==> config.mk <==
export PLATFORM = sky130hd
export DESIGN_NAME = cordic_vectoring_engine
export DESIGN_NICKNAME = d
export VERILOG_FILES = /design/src/rtl/cordic_pkg.sv /design/src/rtl/cordic_atan_lut.sv /design/src/rtl/cordic_vectoring_engine.sv
export SDC_FILE = /design/constraint.sdc
export NUM_CORES = 1
export LEC_CHECK = 0
export ABC_AREA = 1
export BUFFER_PORTS_ARGS = -buffer_cell sky130_fd_sc_hd__buf_2
export CAP_MARGIN = 20
export CORE_MARGIN = 8
export CORE_UTILIZATION = 45
export DETAILED_ROUTE_END_ITERATION = 8
export GPL_TIMING_DRIVEN = 0
export PLACE_DENSITY = 0.7
export SYNTH_ARGS = -nofsm -noshare
export SYNTH_HDL_FRONTEND = slang
export SYNTH_SLANG_ARGS = --single-unit
==> constraint.sdc <==
create_clock -name clk -period 8.15 [get_ports clk]
set_input_delay 1.63 -clock clk [delete_from_list [all_inputs] [get_ports clk]]
set_output_delay 1.63 -clock clk [all_outputs]
set_load 0.005 [all_outputs]
==> src/rtl/cordic_pkg.sv <==
// cordic_pkg: shared Q2.20 constants, atan table and FSM encoding for the CORDIC vectoring engine
package cordic_pkg;
  localparam int FRAC_BITS = 20;
  localparam int CNT_BITS = 4;
  localparam int ITERATIONS = 1 << CNT_BITS;
  localparam int PI = 3294199;
  localparam int PI_2 = 1647099;
  // atan(2^-i) in Q2.20; beyond i=9 the value is 2^-i to within rounding
  localparam int ATAN_TABLE [10] = '{823550, 486170, 256879, 130396, 65451, 32757, 16383, 8192, 4096, 2048};
  typedef enum logic [1:0] {IDLE, RUN, DONE} state_e;
endpackage

==> src/rtl/cordic_atan_lut.sv <==
// cordic_atan_lut: combinational atan(2^-i) lookup in Q2.20
module cordic_atan_lut
  import cordic_pkg::*;
#(
  parameter int CW = CNT_BITS,
  parameter int DW = 22
) (
  input  logic [CW-1:0] iter_i,
  output logic [DW-1:0] atan_o
);
  always_comb atan_o = (32'(iter_i) < 10) ? DW'(ATAN_TABLE[iter_i]) :
                       (32'(iter_i) <= FRAC_BITS) ? DW'(1 << (FRAC_BITS - 32'(iter_i))) : '0;
endmodule

==> src/rtl/cordic_vectoring_engine.sv <==
// cordic_vectoring_engine: iterative CORDIC in vectoring mode, returning atan2(y,x) and the
// unscaled (K-gain) magnitude of a Q2.20 vector with valid/ready handshakes on both sides.
module cordic_vectoring_engine
  import cordic_pkg::*;
#(
  parameter int INTEGER_WIDTH = 2,
  parameter int DECIMAL_WIDTH = FRAC_BITS,
  parameter int DATA_WIDTH = INTEGER_WIDTH + DECIMAL_WIDTH,
  parameter int CORDIC_COUNTER_WIDTH = CNT_BITS
) (
  input  logic                         clk,
  input  logic                         reset,
  input  logic                         clk_en,
  input  logic                         valid_in,
  output logic                         in_ready,
  input  logic signed [DATA_WIDTH-1:0] x_in,
  input  logic signed [DATA_WIDTH-1:0] y_in,
  output logic                         valid_out,
  input  logic                         ready_in,
  output logic signed [DATA_WIDTH:0]   angle_out,
  output logic signed [DATA_WIDTH-1:0] magnitude_out
);
  localparam int DW = DATA_WIDTH;
  localparam int XW = DATA_WIDTH + 2;
  localparam int ZW = DATA_WIDTH + 1;
  localparam int CW = CORDIC_COUNTER_WIDTH;
  localparam logic signed [XW-1:0] MAG_MAX = XW'((1 << (DW - 1)) - 1);
  state_e state_q, state_d;
  logic [CW-1:0] cnt_q, cnt_d;
  logic signed [XW-1:0] x_q, x_d, y_q, y_d, x_e, y_e, x_it, y_it;
  logic signed [ZW-1:0] z_q, z_d, z_it, step, angle_q, angle_d;
  logic signed [DW-1:0] mag_q, mag_d;
  logic [DW-1:0] atan_w;
  logic pos, last, zero_in, x_neg, y_neg;
  cordic_atan_lut #(.CW(CW), .DW(DW)) u_lut (.iter_i(cnt_q), .atan_o(atan_w));
  assign x_e = XW'(x_in);
  assign y_e = XW'(y_in);
  assign x_neg = x_in[DW-1];
  assign y_neg = y_in[DW-1];
  assign zero_in = (x_in == '0) && (y_in == '0);
  assign step = {1'b0, atan_w};
  // rotate toward y=0; the sign of y picks the direction of each micro-rotation
  assign pos = ~y_q[XW-1];
  assign x_it = pos ? x_q + (y_q >>> cnt_q) : x_q - (y_q >>> cnt_q);
  assign y_it = pos ? y_q - (x_q >>> cnt_q) : y_q + (x_q >>> cnt_q);
  assign z_it = pos ? z_q + step : z_q - step;
  assign last = 32'(cnt_q) == ITERATIONS - 1;
  always_comb begin
    state_d = state_q;
    cnt_d = cnt_q;
    x_d = x_q;
    y_d = y_q;
    z_d = z_q;
    angle_d = angle_q;
    mag_d = mag_q;
    case (state_q)
      IDLE: if (clk_en && valid_in) begin
        state_d = zero_in ? DONE : RUN;
        cnt_d = '0;
        x_d = !x_neg ? x_e : (!y_neg ? y_e : -y_e);
        y_d = !x_neg ? y_e : (!y_neg ? -x_e : x_e);
        z_d = !x_neg ? '0 : (!y_neg ? ZW'(PI_2) : -ZW'(PI_2));
        angle_d = zero_in ? '0 : angle_q;
        mag_d = zero_in ? '0 : mag_q;
      end
      RUN: if (clk_en) begin
        x_d = x_it;
        y_d = y_it;
        z_d = z_it;
        cnt_d = cnt_q + CW'(1);
        state_d = last ? DONE : RUN;
        angle_d = last ? z_it : angle_q;
        mag_d = !last ? mag_q : (x_it > MAG_MAX) ? MAG_MAX[DW-1:0] : x_it[DW-1:0];
      end
      DONE: state_d = (clk_en && ready_in) ? IDLE : DONE;
      default: state_d = IDLE;
    endcase
  end
  always_ff @(posedge clk or posedge reset) begin
    if (reset) begin
      state_q <= IDLE;
      cnt_q <= '0;
      x_q <= '0;
      y_q <= '0;
      z_q <= '0;
      angle_q <= '0;
      mag_q <= '0;
    end else begin
      state_q <= state_d;
      cnt_q <= cnt_d;
      x_q <= x_d;
      y_q <= y_d;
      z_q <= z_d;
      angle_q <= angle_d;
      mag_q <= mag_d;
    end
  end
  assign in_ready = state_q == IDLE;
  assign valid_out = state_q == DONE;
  assign angle_out = angle_q;
  assign magnitude_out = mag_q;
endmodule
## Word-level counts from Yosys, hierarchy flattened

Memories as Yosys holds them, arrays and structs flattened.
Index checks and enable logic that the tools add are counted.

| word-level totals | value |
|---|---|
| flip-flop bits (word level) | 122 |
| output and inout bits | 47 |
| memories kept | 1 |
| bits in read-only memories | 512 |
| bits of input ports | 49 |
| logic and storage cells | 83 |

| cells by class | value |
|---|---|
| bitwise operators | 1 |
| multiplexer cells | 41 |
| shift-type cells | 3 |
| $lt $le $gt $ge | 3 |
| reductions and logical operators | 10 |
| add/subtract/negate cells | 10 |
| eq/ne operators | 7 |

Memories:

| memory | words | width | read ports | clocked after memory_dff | wr ports | line | source |
|---|---|---|---|---|---|---|---|
| (name not given) | 16 | 32 | 1 | 0 | 0 | cordic_atan_lut.sv:11 | `always_comb atan_o = (32'(iter_i) < 10) ? DW'(ATAN_TABLE[iter_i]) :` |

Operators with widths:

| operator | count |
|---|---|
| 2-to-1 mux 24 bit | 10 |
| 2-to-1 mux 23 bit | 9 |
| 2-to-1 mux 22 bit | 8 |
| case mux 24 bit (2 select lines) | 2 |
| case mux 23 bit (2 select lines) | 2 |
| adder 24 bit | 2 |
| negator 22 -> 24 bit | 2 |
| >>> shifter 24 x 4 -> 24 bit | 2 |
| subtractor 24 bit | 2 |
| zero test 22 bit | 2 |
| case mux 22 bit (2 select lines) | 1 |
| left shift 1 x 32 -> 22 bit (first input constant) | 1 |
| greater-than comparator 24 x 22 -> 1 bit (second input constant) | 1 |
| adder 23 bit | 1 |
| subtractor 23 bit | 1 |
| 2-to-1 mux 2 bit | 5 |
| 2-to-1 mux 4 bit | 2 |
| case mux 4 bit (2 select lines) | 1 |
| case mux 2 bit (3 select lines) | 1 |
| subtractor 5 x 4 -> 6 bit (first input constant) | 1 |
| greater-or-equal comparator 5 bit (second input constant) | 1 |
| NOT 4 -> 5 bit | 1 |
| AND reduction 5 bit | 1 |
| adder 4 x 1 -> 4 bit (second input constant) | 1 |
| 11 further kinds | 15 |

## Depth between registers and ports, before layout

| logic depth | value |
|---|---|
| depth after elaboration | 10 |
| mapped depth | 33 |
| depth with buffers taken out | 31 |

## By module

From an unflattened synthesis, not the netlist that was laid out.

| second synthesis, totals | value |
|---|---|
| cells, all modules | 2355 |
| area, all modules | 14415.1 um^2 |

Modules (own cells, without submodules):

| module | seq. area each (um^2) | area each (um^2) | cells an instance | instances |
|---|---|---|---|---|
| cordic_vectoring_engine | 3052.9 | 13812.0 | 2243 | 1 |
| cordic_atan_lut | 0.0 | 603.1 | 112 | 1 |

## Worst setup path before layout

No wires, ideal clock.

| timing path | value |
|---|---|
| path type | register -> register |
| from | register cnt_q[1] |
| to | register angle_q[17] (netlist: angle_out[17]) |
| required time | 8.067 ns |
| period minus slack after synthesis | 4.517 ns |
| setup time | 0.083 ns |
| path buffers | 3 |
| stages on the path, launching flop included | 26 |
| setup slack | 3.633 ns |
| data arrival time | 4.434 ns |
| path through | dfrtp_1 > buf_4 > inv_4 > buf_4 > buf_2 > ha_1 > inv_1 > ha_1 > inv_1 > nand3_1 > o21ai_0 > inv_1 > ha_1 > inv_1 > o21ai_0 > inv_1 > ha_1 > nand2_1 > o21ai_0 > a21oi_1 > o21ai_0 > nand3_1 > a21oi_1 > nor3_1 > nand3b_1 > o21ai_0 |

| between the ends | value |
|---|---|
| longest elaborated chain between the ends | 10 |
| elaborated cells between the ends (all ways) | 17 |
| those cells by class | add/sub (3); order compare (1); eq/ne (2); shift (1); mux (7); bitwise (1); reduce/logical (1); memory (1) |

Ends and longest elaborated chain:

| what | line | source |
|---|---|---|
| start, declared | cordic_vectoring_engine.sv:29 | `logic [CW-1:0] cnt_q, cnt_d;` |
| start signal, assigned | cordic_vectoring_engine.sv:90 | `cnt_q <= cnt_d;` |
| NOT 4 -> 5 bit (implied by the code) | cordic_atan_lut.sv:11 |  |
| memory read (16 x 32 bit) | -- |  |
| 2-to-1 mux 22 bit (implied by the code) (2 in a row) | cordic_atan_lut.sv:11 |  |
| 2-to-1 mux 22 bit | cordic_atan_lut.sv:11 |  |
| adder 23 bit or subtractor 23 bit (tied branches) | cordic_vectoring_engine.sv:46 | `assign z_it = pos ? z_q + step : z_q - step;` |
| 2-to-1 mux 23 bit | cordic_vectoring_engine.sv:46 |  |
| 2-to-1 mux 23 bit | cordic_vectoring_engine.sv:72 | `angle_d = last ? z_it : angle_q;` |
| 2-to-1 mux 23 bit | cordic_vectoring_engine.sv:66 | `RUN: if (clk_en) begin` |
| case mux 23 bit (2 select lines) | cordic_vectoring_engine.sv:56 | `case (state_q)` |
| end signal, assigned | cordic_vectoring_engine.sv:94 | `angle_q <= angle_d;` |
| end, declared | cordic_vectoring_engine.sv:31 | `logic signed [ZW-1:0] z_q, z_d, z_it, step, angle_q, angle_d;` |

Parallel ways exist; a longest one is shown, timed or not. The select of a mux whose other input is x is not followed.
A chain may end at the register's enable or synchronous reset.

## Worst setup path after layout

Ends and elaborated chain as after synthesis.

==> reports/qor.yml <==
drive_gt1_share_pct: 9.80
hold_viol_final: 0
dr.first_iter.drc_count: 1704
antenna_cells: 0
nNetsFinal: 2550
postCtsSetupRepairBufs: 0
grt_antenna_before_repair: 0
criticalPathCategory: "reg2reg"
critPathLaunchType: "flop"
reg2reg_depth: 27
fin_crit_sh_pct: 77.5
gp_congestion: 0.993
area_growth_pct: 11.2
post_drt_wl_per_cell_um: 21.9
route.detailed.drc: 0
grt_overflow_total: 0
timing.rr.start: "cnt_q[1]$_DFFE_PP0P_"
die_w_um: 194
portBuffers: 93
hold_slack_ns: 0.472
grt_usage_pct: 32.2
clockRootBuffer: "clkbuf_16"
ys_seq_elements: 122
synth-main-ff-cell: "dfrtp_1"
rsz0062_at_grt: "false"
yosys-top-cells-area: "dfrtp_1 21%, nand2_1 18%, nand3_1 7.6%, ha_1 7.3%, o21ai_0 5.9%"
clock_latency_ns: 0.44
tritoncts: "done"
crit_path_end_kind: "flop"
postSynth.asyncResetShare_pct: 100
setup_viol_count_final: 0
syn_area_per_cell_um2: 6.21
fill_cells: 3346
netlist_instances: 2302
worstPathArrival_ns: 6.67
endpoint: "angle_out[17]$_DFFE_PP0P_"
clk_pin_slew_ns: 0.06
drv_slew: 0
yosysWarnings: 0
cts_buffer_depth: 2
rows: 65
core_um2: 31400
ant_nets: 0
vias_per_cell: 5.98
grt_pass1_wl_mm: 94.8
synth.most_common_cell: "nand2_1"
drt_wl_total_mm: 61.9
reg2reg_to: "angle_out[17]$_DFFE_PP0P_"
first_pass_iters: 6
hold_path_class: "reg2reg"
clkSinkCount: 122
die_h_um: 194
synth_area_um2: 14300
cp.required_ns: 8.50
fin_util_pct: 50.6
rrSetupSlack_ns: 1.84
synth-edff-count: 0
cts_resized: 0
final.setup.tns_ns: 0
tightest_slew_ns: 1.15
syn-num-nets: 2437
tritoncts.num_buffers: 17
io_pins: 96
min_period_ns: 6.32
grt_max_degree: 66
via_count: 16931
cts-hold-fix-buffers: 0
ys_top_cells_by_count: "695 x nand2_1, 218 x nand3_1, 191 x inv_1"
yosys.area.top_type_share_pct: 21.3
dieArea_um2: 37700
drv_cap: 0
max_slew_margin_pct: 22.8
grt_pass1_vias: 16393
status: "finished, final reports clean"
dp.cells: 2798
fin_skew_ns: 0.00960
min_from: "magnitude_out[21]$_DFFE_PP0P_"
yosys.area.top_type: "dfrtp_1"
ys_seq_area_share_pct: 21.3
h-tree-depth: 4
start_util_pct: 45.6
synth.distinct_cells: 54
final_cells: 2830
fmax_mhz: 158
cp_max_fo: 13
crit_start: "cnt_q[1]$_DFFE_PP0P_"
post-dp-hpwl_mm: 50.1
metal layers:
layer  share of wire [%]  vias to the layer above  track usage (%)
met5                   0                        -                0
li1                    -                     7995                -
met2                  45                      860             52.2
met3                 8.4                      185             6.09
met4                 6.5                        0             19.6
met1                  40                     7891             39.3
worst min path at each step:
stage	slack, ns	cells after the start	to
detailed placement	0.46	2	magnitude_out[21]$_DFFE_PP0P_
global placement	0.46	2	angle_out[14]$_DFFE_PP0P_
floorplan	0.46	2	x_q[0]$_DFFE_PP0P_
CTS	0.48	2	magnitude_out[21]$_DFFE_PP0P_
global route	0.50	2	magnitude_out[8]$_DFFE_PP0P_
finish	0.47	2	magnitude_out[21]$_DFFE_PP0P_
logic make-up after synthesis:
group	Yosys count	share of synthesized area, %
fa+ha+maj	86	7.68
flops	122	21.3
compound gates	501	20.8
xor+xnor	85	5.21
simple gates	1202	35.7
buf+inv	302	9.05
mux	4	0.280
through the flow:
stage / setup slack, ns / instance area, µm²
global placement: 1.59 / 15300
finish: 1.84 / 15900
detailed placement: 1.98 / 15300
floorplan: 3.28 / 14300
CTS: 1.94 / 15900
global route: 1.47 / 15900
critical path, stage by stage (launching register included):
cell and delay, ns:
dfrtp_1 0.43, buf_4 0.21, inv_4 0.08, buf_4 0.19, buf_2 0.30, ha_1 0.32, inv_1 0.10, ha_1 0.37
inv_1 0.15, nand2_1 0.08, inv_1 0.07, nand2_1 0.05, a21oi_1 0.34, inv_1 0.09, ha_1 0.28, inv_1 0.03
o21ai_0 0.31, inv_1 0.08, ha_1 0.28, nand2_1 0.05, o21ai_0 0.73, a21oi_1 0.18, o21ai_0 0.55, nand3_1 0.25
a21oi_1 0.23, nor3_1 0.06, nand3b_1 0.19, o21ai_0 0.22
flip-flops by register name, indices dropped and copies added, names as in the netlist:
register,count
angle_out,23
state_q,2
z_q,23
cnt_q,4
y_q,24
magnitude_out,22
x_q,24
final cells by class:
type | instances | area (µm²) | share of cell area, %
Buffer | 99 | 527 | 3.31
Clock buffer | 19 | 453 | 2.85
Clock inverter | 13 | 143 | 0.897
Inverter | 203 | 772 | 4.86
Multi-Input combinational cell | 1878 | 9950 | 62.6
Sequential cell | 122 | 3050 | 19.2
Tap cell | 402 | 503 | 3.16
Timing Repair Buffer | 94 | 493 | 3.10
layout by cell type (no fill, tap or decap), drive strengths merged, types with 2 or more instances in the layout:
master    instances
a21o              6
dfrtp           122
inv             204
buf             146
a211oi            6
or2              10
nor2            181
o21a             12
xor2             59
a31oi            10
o21ai           196
o31ai             6
a22oi             2
nand4            23
o22ai             8
nor3b             3
o21bai            9
o211ai           16
o221ai           35
a21oi           162
nand3b            6
xnor2            26
clkinvlp          5
bufinv            2
a21boi            3
nor4              8
ha               83
fa                3
and2              3
a2bb2oi          25
clkbuf           66
nand3           221
clkinv            5
nand2           714
mux2i             4
nor3             33
Power is not shown: default switching activity piles up to over one toggle a cycle in this logic, so the estimate is an artifact.
